**config.mk**
```make
export PLATFORM = sky130hd
export DESIGN_NAME = i2c_target_regs
export DESIGN_NICKNAME = d
export VERILOG_FILES = /design/src/rtl/i2c_pkg.sv /design/src/rtl/i2c_bus_sync.sv /design/src/rtl/i2c_target_regs.sv
export SDC_FILE = /design/constraint.sdc
export NUM_CORES = 1
export LEC_CHECK = 0
export CORE_UTILIZATION = 45
export CTS_BUF_LIST = sky130_fd_sc_hd__clkbuf_16
export CTS_CLUSTER_DIAMETER = 80
export CTS_CLUSTER_SIZE = 8
export DETAILED_ROUTE_END_ITERATION = 8
export SLEW_MARGIN = 15
export SYNTH_ARGS = -nofsm -noshare
export SYNTH_HDL_FRONTEND = slang
export SYNTH_SLANG_ARGS = --single-unit
```
**constraint.sdc**
```tcl
create_clock -name clk -period 2.61 [get_ports clk]
set_input_delay 0.522 -clock clk [delete_from_list [all_inputs] [get_ports clk]]
set_output_delay 0.522 -clock clk [all_outputs]
set_load 0.005 [all_outputs]
```
**src/rtl/i2c_pkg.sv**
```systemverilog
// rtl/i2c_pkg.sv - shared I2C state encoding and bus bit constants
package i2c_pkg;

  typedef enum logic [3:0] {
    IDLE,
    ADDR,
    ADDR_ACK,
    PTR,
    PTR_ACK,
    WDATA,
    WDATA_ACK,
    RDATA,
    RDATA_ACK
  } i2c_state_e;

  localparam logic I2C_ACK  = 1'b0;
  localparam logic I2C_NACK = 1'b1;

  // R/W bit that follows the 7-bit address
  localparam logic I2C_RD = 1'b1;
  localparam logic I2C_WR = 1'b0;

endpackage

```
**src/rtl/i2c_bus_sync.sv**
```systemverilog
// rtl/i2c_bus_sync.sv - SCL/SDA synchronisers and START/STOP/edge event generation
module i2c_bus_sync (
  input  logic clk,
  input  logic reset_n,
  input  logic scl_i,
  input  logic sda_i,
  output logic sda,
  output logic scl_rise,
  output logic scl_fall,
  output logic start,
  output logic stop
);

  logic scl_ff1, scl_ff2, scl_hist;
  logic sda_ff1, sda_ff2, sda_hist;

  assign sda = sda_ff2;

  // Two-flop synchronisers plus one history flop; reset to the idle (released) bus level
  always_ff @(posedge clk or negedge reset_n) begin
    if (!reset_n) begin
      scl_ff1  <= 1'b1;
      scl_ff2  <= 1'b1;
      scl_hist <= 1'b1;
      sda_ff1  <= 1'b1;
      sda_ff2  <= 1'b1;
      sda_hist <= 1'b1;
    end else begin
      scl_ff1  <= scl_i;
      scl_ff2  <= scl_ff1;
      scl_hist <= scl_ff2;
      sda_ff1  <= sda_i;
      sda_ff2  <= sda_ff1;
      sda_hist <= sda_ff2;
    end
  end

  // Registered bus events; an SDA edge qualifies as START/STOP against the current SCL level,
  // so an SCL rise landing on the same clk is reported alongside and handled first downstream
  always_ff @(posedge clk or negedge reset_n) begin
    if (!reset_n) begin
      scl_rise <= 1'b0;
      scl_fall <= 1'b0;
      start    <= 1'b0;
      stop     <= 1'b0;
    end else begin
      scl_rise <= scl_ff2 & ~scl_hist;
      scl_fall <= ~scl_ff2 & scl_hist;
      start    <= sda_hist & ~sda_ff2 & scl_ff2;
      stop     <= ~sda_hist & sda_ff2 & scl_ff2;
    end
  end

endmodule

```
**src/rtl/i2c_target_regs.sv**
```systemverilog
// rtl/i2c_target_regs.sv - I2C target serving a byte register file with pointer auto-increment
module i2c_target_regs
  import i2c_pkg::*;
#(
  parameter int DEPTH = 4,
  parameter int PTR_W = $clog2(DEPTH)
) (
  input  logic             clk,
  input  logic             reset_n,
  input  logic             scl_i,
  input  logic             sda_i,
  output logic             sda_oe,
  input  logic [6:0]       own_addr,
  input  logic             ld_en,
  input  logic [PTR_W-1:0] ld_addr,
  input  logic [7:0]       ld_data,
  output logic             wr_strobe,
  output logic [PTR_W-1:0] wr_addr,
  output logic [7:0]       wr_data,
  output logic             busy
);

  localparam logic [8:0] DEPTH9 = 9'(DEPTH);

  logic sda, scl_rise, scl_fall, start, stop;

  i2c_bus_sync u_sync (
    .clk      (clk),
    .reset_n  (reset_n),
    .scl_i    (scl_i),
    .sda_i    (sda_i),
    .sda      (sda),
    .scl_rise (scl_rise),
    .scl_fall (scl_fall),
    .start    (start),
    .stop     (stop)
  );

  i2c_state_e       state, state_nxt;
  logic [2:0]       bit_cnt, bit_cnt_nxt;
  logic [7:0]       shreg, shreg_nxt;
  logic [7:0]       txbyte, txbyte_nxt;
  logic [PTR_W-1:0] ptr, ptr_nxt, ptr_inc;
  logic             pend, pend_nxt;   // a full byte has been shifted in, ACK decision due at next fall
  logic             rw, rw_nxt;
  logic             busy_nxt, sda_oe_nxt;
  logic             wr_en;
  logic [PTR_W-1:0] wr_idx;
  logic [7:0]       wr_byte;
  logic [7:0]       regs [DEPTH];
  logic [7:0]       rx_byte;

  assign rx_byte = {shreg[6:0], sda};
  assign ptr_inc = ptr + 1'b1;

  // State and bus-side registers
  always_ff @(posedge clk or negedge reset_n) begin
    if (!reset_n) begin
      state   <= IDLE;
      bit_cnt <= '0;
      shreg   <= '0;
      txbyte  <= '0;
      ptr     <= '0;
      pend    <= 1'b0;
      rw      <= I2C_WR;
      busy    <= 1'b0;
      sda_oe  <= 1'b0;
    end else begin
      state   <= state_nxt;
      bit_cnt <= bit_cnt_nxt;
      shreg   <= shreg_nxt;
      txbyte  <= txbyte_nxt;
      ptr     <= ptr_nxt;
      pend    <= pend_nxt;
      rw      <= rw_nxt;
      busy    <= busy_nxt;
      sda_oe  <= sda_oe_nxt;
    end
  end

  // Next-state logic: SCL events first, then START overrides, STOP overrides everything
  always_comb begin
    state_nxt   = state;
    bit_cnt_nxt = bit_cnt;
    shreg_nxt   = shreg;
    txbyte_nxt  = txbyte;
    ptr_nxt     = ptr;
    pend_nxt    = pend;
    rw_nxt      = rw;
    busy_nxt    = busy;
    sda_oe_nxt  = sda_oe;
    wr_en       = 1'b0;
    wr_idx      = ptr;
    wr_byte     = shreg;

    if (stop) begin
      state_nxt  = IDLE;
      sda_oe_nxt = 1'b0;
      busy_nxt   = 1'b0;
      pend_nxt   = 1'b0;
    end else begin
      if (scl_rise && (state == ADDR || state == PTR || state == WDATA)) begin
        shreg_nxt   = rx_byte;
        bit_cnt_nxt = bit_cnt + 3'd1;
        if (bit_cnt == 3'd7) pend_nxt = 1'b1;
      end

      case (state)
        IDLE: ;
        ADDR: begin
          if (scl_rise && bit_cnt == 3'd7) begin
            if (rx_byte[7:1] == own_addr) begin
              rw_nxt = rx_byte[0];
            end else begin
              state_nxt = IDLE;
              busy_nxt  = 1'b0;
              pend_nxt  = 1'b0;
            end
          end else if (scl_fall && pend) begin
            pend_nxt   = 1'b0;
            sda_oe_nxt = ~I2C_ACK;
            busy_nxt   = 1'b1;
            state_nxt  = ADDR_ACK;
          end
        end
        ADDR_ACK: begin
          if (scl_fall) begin
            bit_cnt_nxt = '0;
            if (rw == I2C_RD) begin
              state_nxt  = RDATA;
              txbyte_nxt = regs[ptr];
              sda_oe_nxt = ~regs[ptr][7];
            end else begin
              state_nxt  = PTR;
              sda_oe_nxt = 1'b0;
            end
          end
        end
        PTR: begin
          if (scl_fall && pend) begin
            pend_nxt = 1'b0;
            if ({1'b0, shreg} < DEPTH9) begin
              sda_oe_nxt = ~I2C_ACK;
              ptr_nxt    = shreg[PTR_W-1:0];
              state_nxt  = PTR_ACK;
            end else begin
              sda_oe_nxt = ~I2C_NACK;
              busy_nxt   = 1'b0;
              state_nxt  = IDLE;
            end
          end
        end
        PTR_ACK, WDATA_ACK: begin
          if (scl_fall) begin
            sda_oe_nxt  = 1'b0;
            bit_cnt_nxt = '0;
            state_nxt   = WDATA;
          end
        end
        WDATA: begin
          if (scl_fall && pend) begin
            pend_nxt   = 1'b0;
            sda_oe_nxt = ~I2C_ACK;
            wr_en      = 1'b1;
            ptr_nxt    = ptr_inc;
            state_nxt  = WDATA_ACK;
          end
        end
        RDATA: begin
          if (scl_rise) begin
            bit_cnt_nxt = bit_cnt + 3'd1;
          end else if (scl_fall) begin
            if (bit_cnt == 3'd0) begin
              sda_oe_nxt = 1'b0;
              state_nxt  = RDATA_ACK;
            end else begin
              sda_oe_nxt = ~txbyte[3'd7 - bit_cnt];
            end
          end
        end
        RDATA_ACK: begin
          if (scl_rise) begin
            ptr_nxt = ptr_inc;
            if (sda == I2C_ACK) begin
              txbyte_nxt = regs[ptr_inc];
              pend_nxt   = 1'b1;
            end else begin
              busy_nxt  = 1'b0;
              state_nxt = IDLE;
            end
          end else if (scl_fall && pend) begin
            pend_nxt    = 1'b0;
            bit_cnt_nxt = '0;
            sda_oe_nxt  = ~txbyte[7];
            state_nxt   = RDATA;
          end
        end
        default: state_nxt = IDLE;
      endcase

      if (start) begin
        state_nxt   = ADDR;
        bit_cnt_nxt = '0;
        pend_nxt    = 1'b0;
        sda_oe_nxt  = 1'b0;
      end
    end
  end

  // Register file: local preload first so a same-index bus write lands last and wins
  always_ff @(posedge clk or negedge reset_n) begin
    if (!reset_n) begin
      for (int i = 0; i < DEPTH; i++) regs[i] <= '0;
    end else begin
      if (ld_en) regs[ld_addr] <= ld_data;
      if (wr_en) regs[wr_idx] <= wr_byte;
    end
  end

  // Local write notification, one clk per byte written from the bus
  always_ff @(posedge clk or negedge reset_n) begin
    if (!reset_n) begin
      wr_strobe <= 1'b0;
      wr_addr   <= '0;
      wr_data   <= '0;
    end else begin
      wr_strobe <= wr_en;
      if (wr_en) begin
        wr_addr <= wr_idx;
        wr_data <= wr_byte;
      end
    end
  end

endmodule

```
==> impl_metrics.tcl <==
set metrics [dict create \
    dpl.hpwl_um 7930 \
    fillers 926 \
    timing.hold.ws_ns 0.182 \
    crit_path_frequent_cell "ha_1" \
    wire_per_inst_um 18.8 \
    crit_path_start_kind "flop" \
    holdBufCountCts 0 \
    setup_viol 0 \
    power_leakage_nw 2.57 \
    crit_required_ns 2.86 \
    vdd_drop_max_mv 0.413 \
    synth_edf_count 0 \
    finalInstanceArea_um2 5610 \
    hold_viol 0 \
    async_flop_share_pct 100 \
    initial_core_util_pct 46.7 \
    place_ws_ns 0.331 \
    rsz0062_at_grt "no" \
    critPathCaptureType "flop" \
    syn_area_um2 4860 \
    drtPass1Iterations 5 \
    row_count 37 \
    path_class "reg2reg" \
    fmax_mhz 444 \
    grt-ovfl-total 0 \
    synth_area_leaders "dfrtp_1, mux2i_1, mux4_2, a21oi_1, nor2_1" \
    synth_common_cells "dfrtp_1, nor2_1, a21oi_1, mux2i_1" \
    gp_congestion 0.830 \
    vias 3615 \
    multi_input_area_um2 2560 \
    crit_family "compound AO/OA/AOI/OAI gates" \
    grt_use_total_pct 22.6 \
    reg2reg_slack_ns 0.36 \
    port_buffers 34 \
    drt_iter0_drc 180 \
    cts_sinks 82 \
    outcome "finished, final reports clean" \
    yosysSeqAreaShare_pct 42.4 \
    finalSetupTns_ns 0 \
    core-area_um2 10400 \
    syn_area_per_cell_um2 10.9 \
    cts.repair.resized 0 \
    tritoncts "yes" \
    die_area_um2 11200 \
    drc 0 \
    clk_latency_ns 0.34 \
    synth-seq-cells 82 \
    die_y_um 106 \
    cp_cell_sequence "ha_1 > ha_1 > nand2_1 > nor4_1 > a32oi_1 > o211a_2 > a221oi_2" \
    hp-class "in2async" \
    yosys_warnings 0 \
    seqCellArea_um2 2060 \
    p_per_area_nw_per_um2 817 \
    grt_pass1_wl_um 19500 \
    grt_pass1_vias 3720 \
    crit_arrival_ns 2.50 \
    slew_violations 0 \
    cts.clk_slew.worst_paths_ns 0.07 \
    slowest_delay_ns 0.45 \
    clock-root-buffer "clkbuf_16" \
    diodes 0 \
    period_minus_slack_ns 2.25 \
    p_total_mw 4.59 \
    cts.path.max_buffers 2 \
    syn_nets 475 \
    netlist_instances 446 \
    dieWidth_um 106 \
    ctsHtreeMaxLevel 3 \
    fin_skew_ns 0.00942 \
    synthToLayoutAreaGrowth_pct 15.5 \
    routed_wl_um 11500 \
    antenna_found_initial 0 \
    placed_area_um2 5310 \
    cts_made_buffers 9 \
    synth_top_area_share_pct 39.1 \
    ys_types 68 \
    critPathBufInv 0 \
    max_slew_margin_pct 40.7 \
    fin_nets 503 \
    drive_gt1_share_pct 17.7 \
    vias_per_cell 5.88 \
    finalCritPeriodShare_pct 86.3 \
    max_cap_viol_count 0 \
    slowest_stage "dfrtp_1" \
    post_cts_buffers 0 \
    drtAntennaViolNets 0 \
    ioPinCount 35 \
    setup_ws_ns 0.358 \
    yosys.area.top_type "dfrtp_1" \
    grt_start_max_net_pins 47 \
    worstMarginPinSlew_ns 0.888 \
    synth_most_common_cell "dfrtp_1" \
    critPathMaxFanout 7 \
    synth_top_flop_cell "dfrtp_1" \
]
metrics by stage:
step,util (%),instances
floorplan,-,446
global placement,51.0,599
detailed placement,51.0,599
CTS,53.9,615
global route,53.9,615
finish,53.9,615
metal layers:
metal / GRT usage, % / share of wire (%) / vias to the layer above
met2: 35.9 / 49 / 93
li1: - / - / 1699
met5: 0 / 0 / -
met1: 31.2 / 45 / 1807
met3: 2.94 / 4.7 / 16
met4: 10.0 / 1.9 / 0
state kept, by name (all words and copies together), names as in the netlist, 2 cells and up:
name     cells
regs        32
shreg        8
state        4
wr_addr      2
wr_data      8
txbyte       8
bit_cnt      3
ptr          2
final timing paths:
path / cells after the start / start / end
hold / removal: 1 / reset_n / txbyte[1]
setup reg to reg: 7 / bit_cnt[1] / state[0]
min in group clk: 0 / u_sync.scl_ff1 / u_sync.scl_ff2
setup / recovery: 7 / bit_cnt[1] / state[0]
max in group asynchronous: 2 / reset_n / u_sync.scl_hist
hold reg to reg: 0 / u_sync.scl_ff1 / u_sync.scl_ff2
cells in the final DEF (no fill, tap or decap), types with 8 or more instances in the layout:
| master | count |
|---|---|
| nor2b_1 | 9 |
| mux2_1 | 9 |
| nor2_1 | 56 |
| clkbuf_16 | 9 |
| inv_1 | 9 |
| o21ai_0 | 8 |
| buf_4 | 18 |
| mux4_2 | 17 |
| mux2i_1 | 46 |
| mux2_2 | 10 |
| a21oi_1 | 50 |
| clkdlybuf4s50_1 | 33 |
| nand2_1 | 14 |
| dfrtp_1 | 76 |
cell type report:
type                            count  share of cell area (%)
Multi-Input combinational cell    320                    45.7
Inverter                            9                   0.602
Clock inverter                      7                    1.36
Sequential cell                    82                    36.7
Timing Repair Buffer               52                    8.65
Clock buffer                        9                    4.01
Tap cell                          136                    3.03
where the power goes:
group / total, mW / switching [mW] / internal (mW)
Combinational: 1.40 / 0.693 / 0.710
Sequential: 1.90 / 0.379 / 1.52
Clock: 1.29 / 0.540 / 0.748
Total: 4.59 / 1.61 / 2.97
cells by family after synthesis:
| group | share of synthesized area, % |
|---|---|
| muxes | 21.8 |
| buffers and inverters | 4.92 |
| adders and majority gates | 1.80 |
| DFF | 42.4 |
| AOI/OAI and AO/OA | 13.5 |
| xor gates and xnor gates | 1.26 |
| and+or+nand+nor | 14.4 |
No activity file was read; power rests on OpenSTA's default activity.
